**src/rtl/tff_count_ctrl.sv**
```systemverilog
// Sequencer for an external bank of WIDTH T flip-flops: emits per-bit toggle
// enables that walk the bank up or down one step per cycle, and keeps a shadow count.
module tff_count_ctrl #(
  parameter int WIDTH = 4
) (
  input  logic             clk,
  input  logic             rst_n,
  input  logic             start,
  input  logic             mode_up,
  input  logic [WIDTH-1:0] limit,
  input  logic             pause,
  input  logic             abort,
  output logic [WIDTH-1:0] t_vec,
  output logic [WIDTH-1:0] count,
  output logic             busy,
  output logic             done
);

  typedef enum logic [1:0] {IDLE, LOAD, RUN, HOLD} state_t;

  state_t           state, state_n;
  logic             mode_q, mode_n;
  logic [WIDTH-1:0] lim_q, lim_n;
  logic [WIDTH-1:0] t_n, cnt_n;
  logic             busy_n, done_n;
  logic [WIDTH-1:0] up_tog, dn_tog, init, term;

  // A bit toggles on increment when all lower bits are 1, on decrement when all are 0.
  for (genvar i = 0; i < WIDTH; i++) begin : g_tog
    if (i == 0) begin : g_lsb
      assign up_tog[i] = 1'b1;
      assign dn_tog[i] = 1'b1;
    end else begin : g_upper
      assign up_tog[i] = &count[i-1:0];
      assign dn_tog[i] = ~|count[i-1:0];
    end
  end

  assign init = mode_q ? '0 : lim_q;
  assign term = mode_q ? lim_q : '0;

  always_comb begin
    state_n = state;
    mode_n  = mode_q;
    lim_n   = lim_q;
    t_n     = '0;
    cnt_n   = count;
    busy_n  = busy;
    done_n  = 1'b0;
    if (abort) begin
      state_n = IDLE;
      busy_n  = 1'b0;
    end else begin
      unique case (state)
        IDLE: if (start) begin
          mode_n  = mode_up;
          lim_n   = limit;
          busy_n  = 1'b1;
          state_n = LOAD;
        end
        // Toggle exactly the bits that differ so the bank lands on init.
        LOAD: begin
          t_n     = count ^ init;
          cnt_n   = init;
          state_n = RUN;
        end
        RUN: begin
          if (pause) begin
            state_n = HOLD;
          end else if (count == term) begin
            done_n  = 1'b1;
            busy_n  = 1'b0;
            state_n = IDLE;
          end else if (mode_q) begin
            t_n   = up_tog;
            cnt_n = count + 1'b1;
          end else begin
            t_n   = dn_tog;
            cnt_n = count - 1'b1;
          end
        end
        HOLD: if (!pause) state_n = RUN;
        default: state_n = IDLE;
      endcase
    end
  end

  always_ff @(posedge clk or negedge rst_n) begin
    if (!rst_n) begin
      state  <= IDLE;
      mode_q <= 1'b1;
      lim_q  <= '0;
      t_vec  <= '0;
      count  <= '0;
      busy   <= 1'b0;
      done   <= 1'b0;
    end else begin
      state  <= state_n;
      mode_q <= mode_n;
      lim_q  <= lim_n;
      t_vec  <= t_n;
      count  <= cnt_n;
      busy   <= busy_n;
      done   <= done_n;
    end
  end

endmodule
```
**config.mk**
```make
export PLATFORM = sky130hd
export DESIGN_NAME = tff_count_ctrl
export DESIGN_NICKNAME = d
export VERILOG_FILES = /design/src/rtl/tff_count_ctrl.sv
export SDC_FILE = /design/constraint.sdc
export NUM_CORES = 1
export LEC_CHECK = 0
export ABC_AREA = 1
export ABC_CLOCK_PERIOD_IN_PS = 5000
export CAP_MARGIN = 20
export CORE_ASPECT_RATIO = 1.1
export CORE_MARGIN = 2
export CORE_UTILIZATION = 55
export CTS_CLUSTER_SIZE = 12
export DETAILED_ROUTE_END_ITERATION = 10
export PLACE_DENSITY_LB_ADDON = 0.25
export SYNTH_ARGS = -nofsm -noshare
export SYNTH_HDL_FRONTEND = slang
export SYNTH_SLANG_ARGS = --single-unit
```
**constraint.sdc**
```tcl
create_clock -name clk -period 5 [get_ports clk]
set_clock_uncertainty 0.05 [all_clocks]
set_input_delay 0.75 -clock clk [delete_from_list [all_inputs] [get_ports clk]]
set_output_delay 0.75 -clock clk [all_outputs]
set_load 0.05 [all_outputs]
```
Word-level counts from Yosys, hierarchy flattened

Index checks and enable logic that the tools add are counted.

Bits in registers: 17
Input port bits: 10
Output and inout bits: 10

Add/sub/neg operators: 2
Equality and inequality tests: 11
Multiplexer cells: 26
Bitwise gates (word level): 2
Reduce and logical (&&, ||, !) cells: 14

Operator list:

| operator              | number |
|---|---|
| $mux W4               | 9 |
| $pmux W4 S2           | 2 |
| $ne A3 B3 Y1 const B  | 4 |
| $mux W2               | 5 |
| $reduce_and A3 Y1     | 3 |
| $mux W1               | 8 |
| $pmux W2 S4           | 1 |
| $reduce_and A4 Y1     | 2 |
| $add A4 B1 Y4 const B | 1 |
| $eq A2 B2 Y1 const B  | 2 |
| $eq A4 B4 Y1          | 1 |
| $ne A2 B2 Y1 const B  | 2 |
| $ne A4 B4 Y1 const B  | 1 |
| $sub A4 B1 Y4 const B | 1 |
| $xor A4 B4 Y4         | 1 |
| $logic_not A1 Y1      | 3 |
| $reduce_bool A3 Y1    | 1 |
| $reduce_or A3 Y1      | 1 |
| $eq A2 B1 Y1 const B  | 1 |
| $logic_not A2 Y1      | 1 |
| $pmux W1 S2           | 1 |
| $reduce_and A2 Y1     | 1 |
| $reduce_bool A2 Y1    | 1 |
| $reduce_or A2 Y1      | 1 |
| $not A1 Y1            | 1 |

Longest topological paths before layout

Gate-level depths: netlist (run 1).

Depth after elaboration: 7
Gate-level depth with buffers: 10
Depth with buffers taken out: 9

Least setup slack after synthesis (run 1)

No wires, ideal clock.

Kind: reg-to-reg
Start point: register mode_q
End point: register count[3]
Arrival time: 1.547 ns
Setup slack: 3.282 ns
Cell stages (with the launch flop): 8
Cells stage by stage: dfstp_2 -> buf_6 -> inv_2 -> ha_1 -> a21oi_1 -> nand3_1 -> a21oi_1 -> o21ai_2

Word-level cells in the longest chain between the ends: 4
Elaborated cells on any way between the ends: 9

Ends and longest elaborated chain:

| item                                                                     | RTL line | text |
|---|---|---|
| from (decl)                                                              | 22       | `logic mode_q, mode_n;` |
| from (signal assigned)                                                   | 99       | `mode_q <= mode_n;` |
| $mux W4 (on tied branches)                                               | 40, 74   |  |
| $eq A4 B4 Y1 / $mux W4 (equally long branches)                           | 70       | `end else if (count == term) begin` |
| $ne A2 B2 Y1 (no source line) / $mux W4 (equally long branches)          | --       |  |
| $reduce_and A4 Y1 (no source line) / $pmux W4 S2 (equally long branches) | --       |  |
| to (signal assigned)                                                     | 102      | `count <= cnt_n;` |
| to (decl)                                                                | 14       | `output logic [WIDTH-1:0] count,` |

Parallel ways exist; a longest one is shown, timed or not. The select of a mux whose other input is x is not followed.
A chain may end at the register's enable or synchronous reset.

Worst setup path after layout (run 1)

Start point: register count[0]
End point: output count[0]

No word-level cell between the ends.

==> results of run 1 <==
## where the power goes
part	total [mW]	leakage, nW	internal (mW)	switching [mW]
clock network	0.0762	0.0177	0.0299	0.0463
registers	0.252	0.218	0.184	0.0679
logic	0.444	0.407	0.160	0.283
## worst min-delay path, stage by stage (launching register included)
cell,delay [ns]
dfrtp_1,0.37
nand2_1,0.06
nand2_1,0.04
## worst max-delay path by stage
stage | from | end | depth (start not counted)
3_3_place_gp | abort | lim_q[2] | 4
4_1_cts | count[0] | count[0] | 1
3_5_place_dp | abort | lim_q[3] | 4
6_report | count[0] | count[0] | 1
5_1_grt | count[0] | count[0] | 1
2_1_floorplan | mode_q | count[3] | 7
## logic make-up after synthesis
kind of cell,Yosys count
compound gates,29
buf+inv,16
xor+xnor,2
flops,17
simple gates,73
fa+ha+maj,7
mux,4
## through the flow
| stage | worst slack [ns] | power, mW | instance area, µm² | cells | hold slack [ns] |
|---|---|---|---|---|---|
| final | 2.46 | 0.772 | 1380 | 197 | 0.446 |
| after global routing | 2.39 | 0.838 | 1380 | 197 | 0.498 |
| after CTS | 2.47 | 0.769 | 1380 | 197 | 0.445 |
| after detailed placement | 2.75 | 0.692 | 1360 | 193 | 0.420 |
| after global placement | 2.78 | 0.673 | 1360 | 193 | 0.412 |
| after floorplan | 3.28 | 0.579 | 1150 | 148 | 0.404 |
## Yosys cell counts (all sizes together), types with 2 or more instances
library cell  number  area [µm²]
o21ai             10        53.8
a31oi              2        12.5
nand2             44         178
a21oi             16        80.1
ha                 6        75.1
inv               14        52.6
nand3             18         105
nand4              3        18.8
dfrtp             16         400
mux2               4        45.0
nor2               7        33.8
## sequential cells by signal, summed over array words and instances (netlist names)
| name | cells |
|---|---|
| count | 4 |
| lim_q | 4 |
| t_vec | 4 |
| state | 2 |
| busy | 1 |
| done | 1 |
| mode_q | 1 |
## final cells by class
cell class / instances / area (µm²)
clock buffer: 3 / 22.5
clock inverter: 1 / 5.00
fill: 171 / 594
inverter: 14 / 52.6
multi-input combinational: 115 / 652
sequential: 17 / 427
tap: 28 / 35.0
timing repair buffer: 19 / 190
## layer usage
layer / global-route usage (%) / up-vias
met2: 42.3 / 44
met4: 10.6 / 0
li1: - / 535
met3: 3.13 / 5
met5: 0 / -
met1: 32.2 / 524
## cells in the final DEF, fill, tap and decap left out
cell type and count:
a21oi_1 16, a31oi_1 2, clkbuf_4 3, clkdlybuf4s50_1 19, clkinv_2 1, dfrtp_1 16
dfstp_2 1, fa_1 1, ha_1 6, inv_1 13, inv_2 1, mux2_2 4
nand2_1 39, nand2_2 5, nand3_1 15, nand3_2 3, nand4_1 3, nor2_1 6
nor2_4 1, nor3_1 1, o21ai_0 8, o21ai_1 1, o21ai_2 1, o31ai_1 1
xnor2_1 1, xor2_1 1
==> impl_metrics.toml, run 1 <==
[clock_tree]
root_buffer = "clkbuf_4"
clockBufferDepth = 2
clock_latency_ns = 0.30
cts.clk_slew.worst_paths_ns = 0.10
h-tree-depth = 1
post_cts_buffers = 0
clock_sinks = 17
cts_tree = "built"
cts_hold_buf = 0
cts_buffers = 3
ctsResizeCount = 0

[routing]
met1_length_um = 1040
drc = 0
avgRoutedWirePerCell_um = 12.9
drt_iter0_markers = 59
dr_wl_met2_um = 1300
vias_per_cell = 5.62
top_layer = "met4"
detailroute.wirelength.met3_um = 147
ant_nets = 0
firstDrtPassIters = 4
wl_um = 2540
vias = 1108

[timing]
tightest_slew_ns = 0.734
final_hold_viol_count = 0
max_freq_mhz = 393
finalCriticalPeriod_ns = 2.54
rsz0062_at_grt = "false"
maxSlewHeadroom_pct = 50.9
setup_violations = 0
period_share_pct = 50.9
fin_tns_setup_ns = 0
slew_viol_final = 0

[grt]
track_usage_pct = 25.5
antenna_found_initial = 0
grt_pass1_vias = 1075
grt.overflow.total = 0
grt_pass1_wl_um = 4500
grt_max_degree = 18

[min_path]
hold_path_class = "reg2reg"
hold_path.startpoint = "busy"
holdPathEnd = "busy"
hold_path_depth = 2

[setup_path]
slowest_delay_ns = 0.87
cp_top_family = "buffers and inverters"
startpoint_type = "flop"
r2r_slack_ns = 3.08
cp_data_required_time_ns = 4.20
cp_slowest_cell = "clkdlybuf4s50_1"
crit_path_max_fanout = 8
end_kind = "primary output"
regToRegEndpoint = "count[3]"
r2r_cells = 6
critical_path_buf_inv_count = 1
r2r_start = "mode_q"
cp_data_arrival_time_ns = 1.74
worstSetupPathType = "reg2out"
crit_chain = "clkdlybuf4s50_1"

[layout]
postLayoutCoreUtil_pct = 70.0
drive_above_1_share_pct = 11.8
diodes = 0
nets = 187
areaGrowthSynthToFinish_pct = 20.7

[placed_design]
place.gp.congestion = 0.845
port_buffers = 19
hpwlAfterDp_um = 1960

[yosys]
synth_edf_count = 0
synth_fa_ha_area_share_pct = 8.30
synth_top_family_by_area = "simple AND/OR/NAND/NOR gates"
ys_seq_area_share_pct = 37.2
synth_ff_type = "dfrtp_1"
synth_compound_area_share_pct = 13.4
synth_area_per_cell_um2 = 7.74
async_flop_share_pct = 100
synth-xor-area-share_pct = 1.53
syn_nets = 165
synth_area_um2 = 1150
yosysWarnings = 0
ys_ff_latch = 17
synthSimpleGateAreaFrac_pct = 29.7
synth_mux_area_share_pct = 3.93
syn-instance-count = 148
ys_types = 25

[floorplanning]
die_y_um = 51.9
core_um2 = 1980
die_x_um = 47.5
dieArea_um2 = 2470
io_pins = 20
core.rowCount = 17
start_util_pct = 57.9

[power_and_ir_drop]
cellLeakagePower_nw = 0.643
ir_worst_vdd_mv = 0.420
power_density_nw_per_um2 = 558

[outcome]
status = "completed"

[flow_run]
max_cap_viol_count = 0
No activity file was read; power rests on OpenSTA's default activity.
==> inputs of run 2 (changes only) <==
--- a/config.mk
+++ b/config.mk
@@ -6,11 +6,11 @@
 export NUM_CORES = 1
 export LEC_CHECK = 0
 export ABC_AREA = 1
-export ABC_CLOCK_PERIOD_IN_PS = 5000
+export ABC_CLOCK_PERIOD_IN_PS = 2600
 export CAP_MARGIN = 20
 export CORE_ASPECT_RATIO = 1.1
 export CORE_MARGIN = 2
-export CORE_UTILIZATION = 55
+export CORE_UTILIZATION = 52
 export CTS_CLUSTER_SIZE = 12
 export DETAILED_ROUTE_END_ITERATION = 10
 export PLACE_DENSITY_LB_ADDON = 0.25
==> constraint.sdc (replaced) <==
create_clock -name clk -period 2.6 [get_ports clk]
set_clock_uncertainty 0.05 [all_clocks]
set_input_delay 0.39 -clock clk [delete_from_list [all_inputs] [get_ports clk]]
set_output_delay 0.39 -clock clk [all_outputs]
set_load 0.05 [all_outputs]
==> impl_metrics.toml, run 2 (synthesis results as in run 1) <==
[outcome]
status = "completed"

[power_and_ir_drop]
clock_power_share_pct = 9.8
cellLeakagePower_nw = 0.640
combPwrFrac_pct = 57.3
power_density_nw_per_um2 = 1070
ir_worst_vdd_mv = 0.811
internal_power_mw = 0.719
p_sw_share_pct = 51.4
p_sw_mw = 0.761
power_frac_seq_pct = 32.9
power_mw = 1.48

[timing]
period_share_pct = 83.8
tightest_slew_ns = 0.734
rsz0062_at_grt = "false"
finalCriticalPeriod_ns = 2.18
max_freq_mhz = 459
fin_tns_setup_ns = 0
fin_hold_ws_ns = 0.433
final_hold_viol_count = 0
setup_violations = 0
slew_viol_final = 0
maxSlewHeadroom_pct = 50.9

[grt]
grt_pass1_vias = 1078
grt_max_degree = 18
antenna_found_initial = 0
met3_usage_pct = 2.26
track_usage_pct = 22.1
grt.overflow.total = 0
gr-usage-met1_pct = 24.1
grt_pass1_wl_um = 4330
grt_busiest_layer = "met2"
met2_usage_pct = 40.9

[placed_design]
place.gp.congestion = 0.881
dpl.cell_count = 193
port_buffers = 19
placed_area_um2 = 1360
hpwlAfterDp_um = 1990

[routing]
drc = 0
avgRoutedWirePerCell_um = 13.0
wl_um = 2570
vias = 1110
firstDrtPassIters = 4
ant_nets = 0
vias_per_cell = 5.63
drt_iter0_markers = 32

[setup_path]
crit_chain = "clkdlybuf4s50_1"
critical_path_buf_inv_count = 1
worstSetupPathType = "reg2out"
cp_data_arrival_time_ns = 1.74
startpoint_type = "flop"
end_kind = "primary output"
slowest_delay_ns = 0.87
cp_slowest_cell = "clkdlybuf4s50_1"
cp_top_family = "buffers and inverters"
crit_path_max_fanout = 8
cp_data_required_time_ns = 2.16

[layout]
mostFrequentLayoutCell = "nand2_1"
drive_above_1_share_pct = 11.2
nets = 187
fin_cells = 197
top_regs = "count: 4 flops, lim_q: 4 flops, t_vec: 4 flops"
diodes = 0
areaGrowthSynthToFinish_pct = 20.6
design_area_um2 = 1380
layout_common_cells = "nand2_1 (39), clkdlybuf4s50_1 (19), a21oi_1 (16), dfrtp_1 (16), nand3_1 (15)"

[clock_tree]
h-tree-depth = 1
cts.clk_slew.worst_paths_ns = 0.10
cts_tree = "built"
clockBufferDepth = 2
ctsResizeCount = 0
clock_latency_ns = 0.30
root_buffer = "clkbuf_4"
clock_sinks = 17
cts_buffers = 3
post_cts_buffers = 0
cts_hold_buf = 0

[flow_run]
max_cap_viol_count = 0

[floorplanning]
die_y_um = 53.2
core.rowCount = 17
start_util_pct = 56.1
core_um2 = 2040
die_x_um = 48.8
dieArea_um2 = 2600
io_pins = 20

[min_path]
hold_path_class = "reg2reg"
## run 2: changes by cell type in the layout (fill, tap and decap cells not counted)
| cell | delta |
|---|---|
| clkinv_2 | -1 |
| clkbuf_1 | +1 |
## run 2: final timing paths
kind / from / to / slack, ns / depth (start not counted)
worst max-delay path: count[0] / count[0] / 0.42 / 1
worst min-delay path: busy / busy / 0.43 / 2
worst max register to register: mode_q / count[3] / 0.67 / 6
worst min register to register: busy / busy / 0.43 / 2
max in group asynchronous: rst_n / state[0] / 1.57 / 1
min in group asynchronous: rst_n / count[1] / 0.46 / 1
## run 2: layout make-up
class | instances | area, µm²
Timing Repair Buffer | 19 | 190
Inverter | 14 | 52.6
Multi-Input combinational cell | 115 | 652
Fill cell | 191 | 659
Sequential cell | 17 | 427
Clock buffer | 4 | 26.3
Tap cell | 28 | 35.0
## run 2: worst min-delay path: stages (launching register included)
cell and delay (ns):
dfrtp_1 0.36, nand2_1 0.05, nand2_1 0.04
## run 2: per-stage QoR
stage / setup slack (ns) / util [%]
after floorplan: 0.882 / -
after CTS: 0.434 / 67.7
after detailed placement: 0.671 / 66.4
final: 0.422 / 67.7
after global placement: 0.734 / 66.4
after global routing: 0.373 / 67.7
## run 2: layer usage
metal,share of wire [%],vias up,routed length (µm)
met2,49,54,1270
met5,0,-,0
met4,3.6,0,93
met1,41,505,1050
met3,6.0,13,154
li1,-,538,-
## run 2: power groups by stage
stage / clock network [mW] / registers (mW) / logic (mW)
floorplan: 0 / 0.564 / 0.551
global placement: 0 / 0.482 / 0.812
detailed placement: 0 / 0.490 / 0.839
CTS: 0.148 / 0.484 / 0.845
global route: 0.153 / 0.506 / 0.938
finish: 0.145 / 0.487 / 0.848
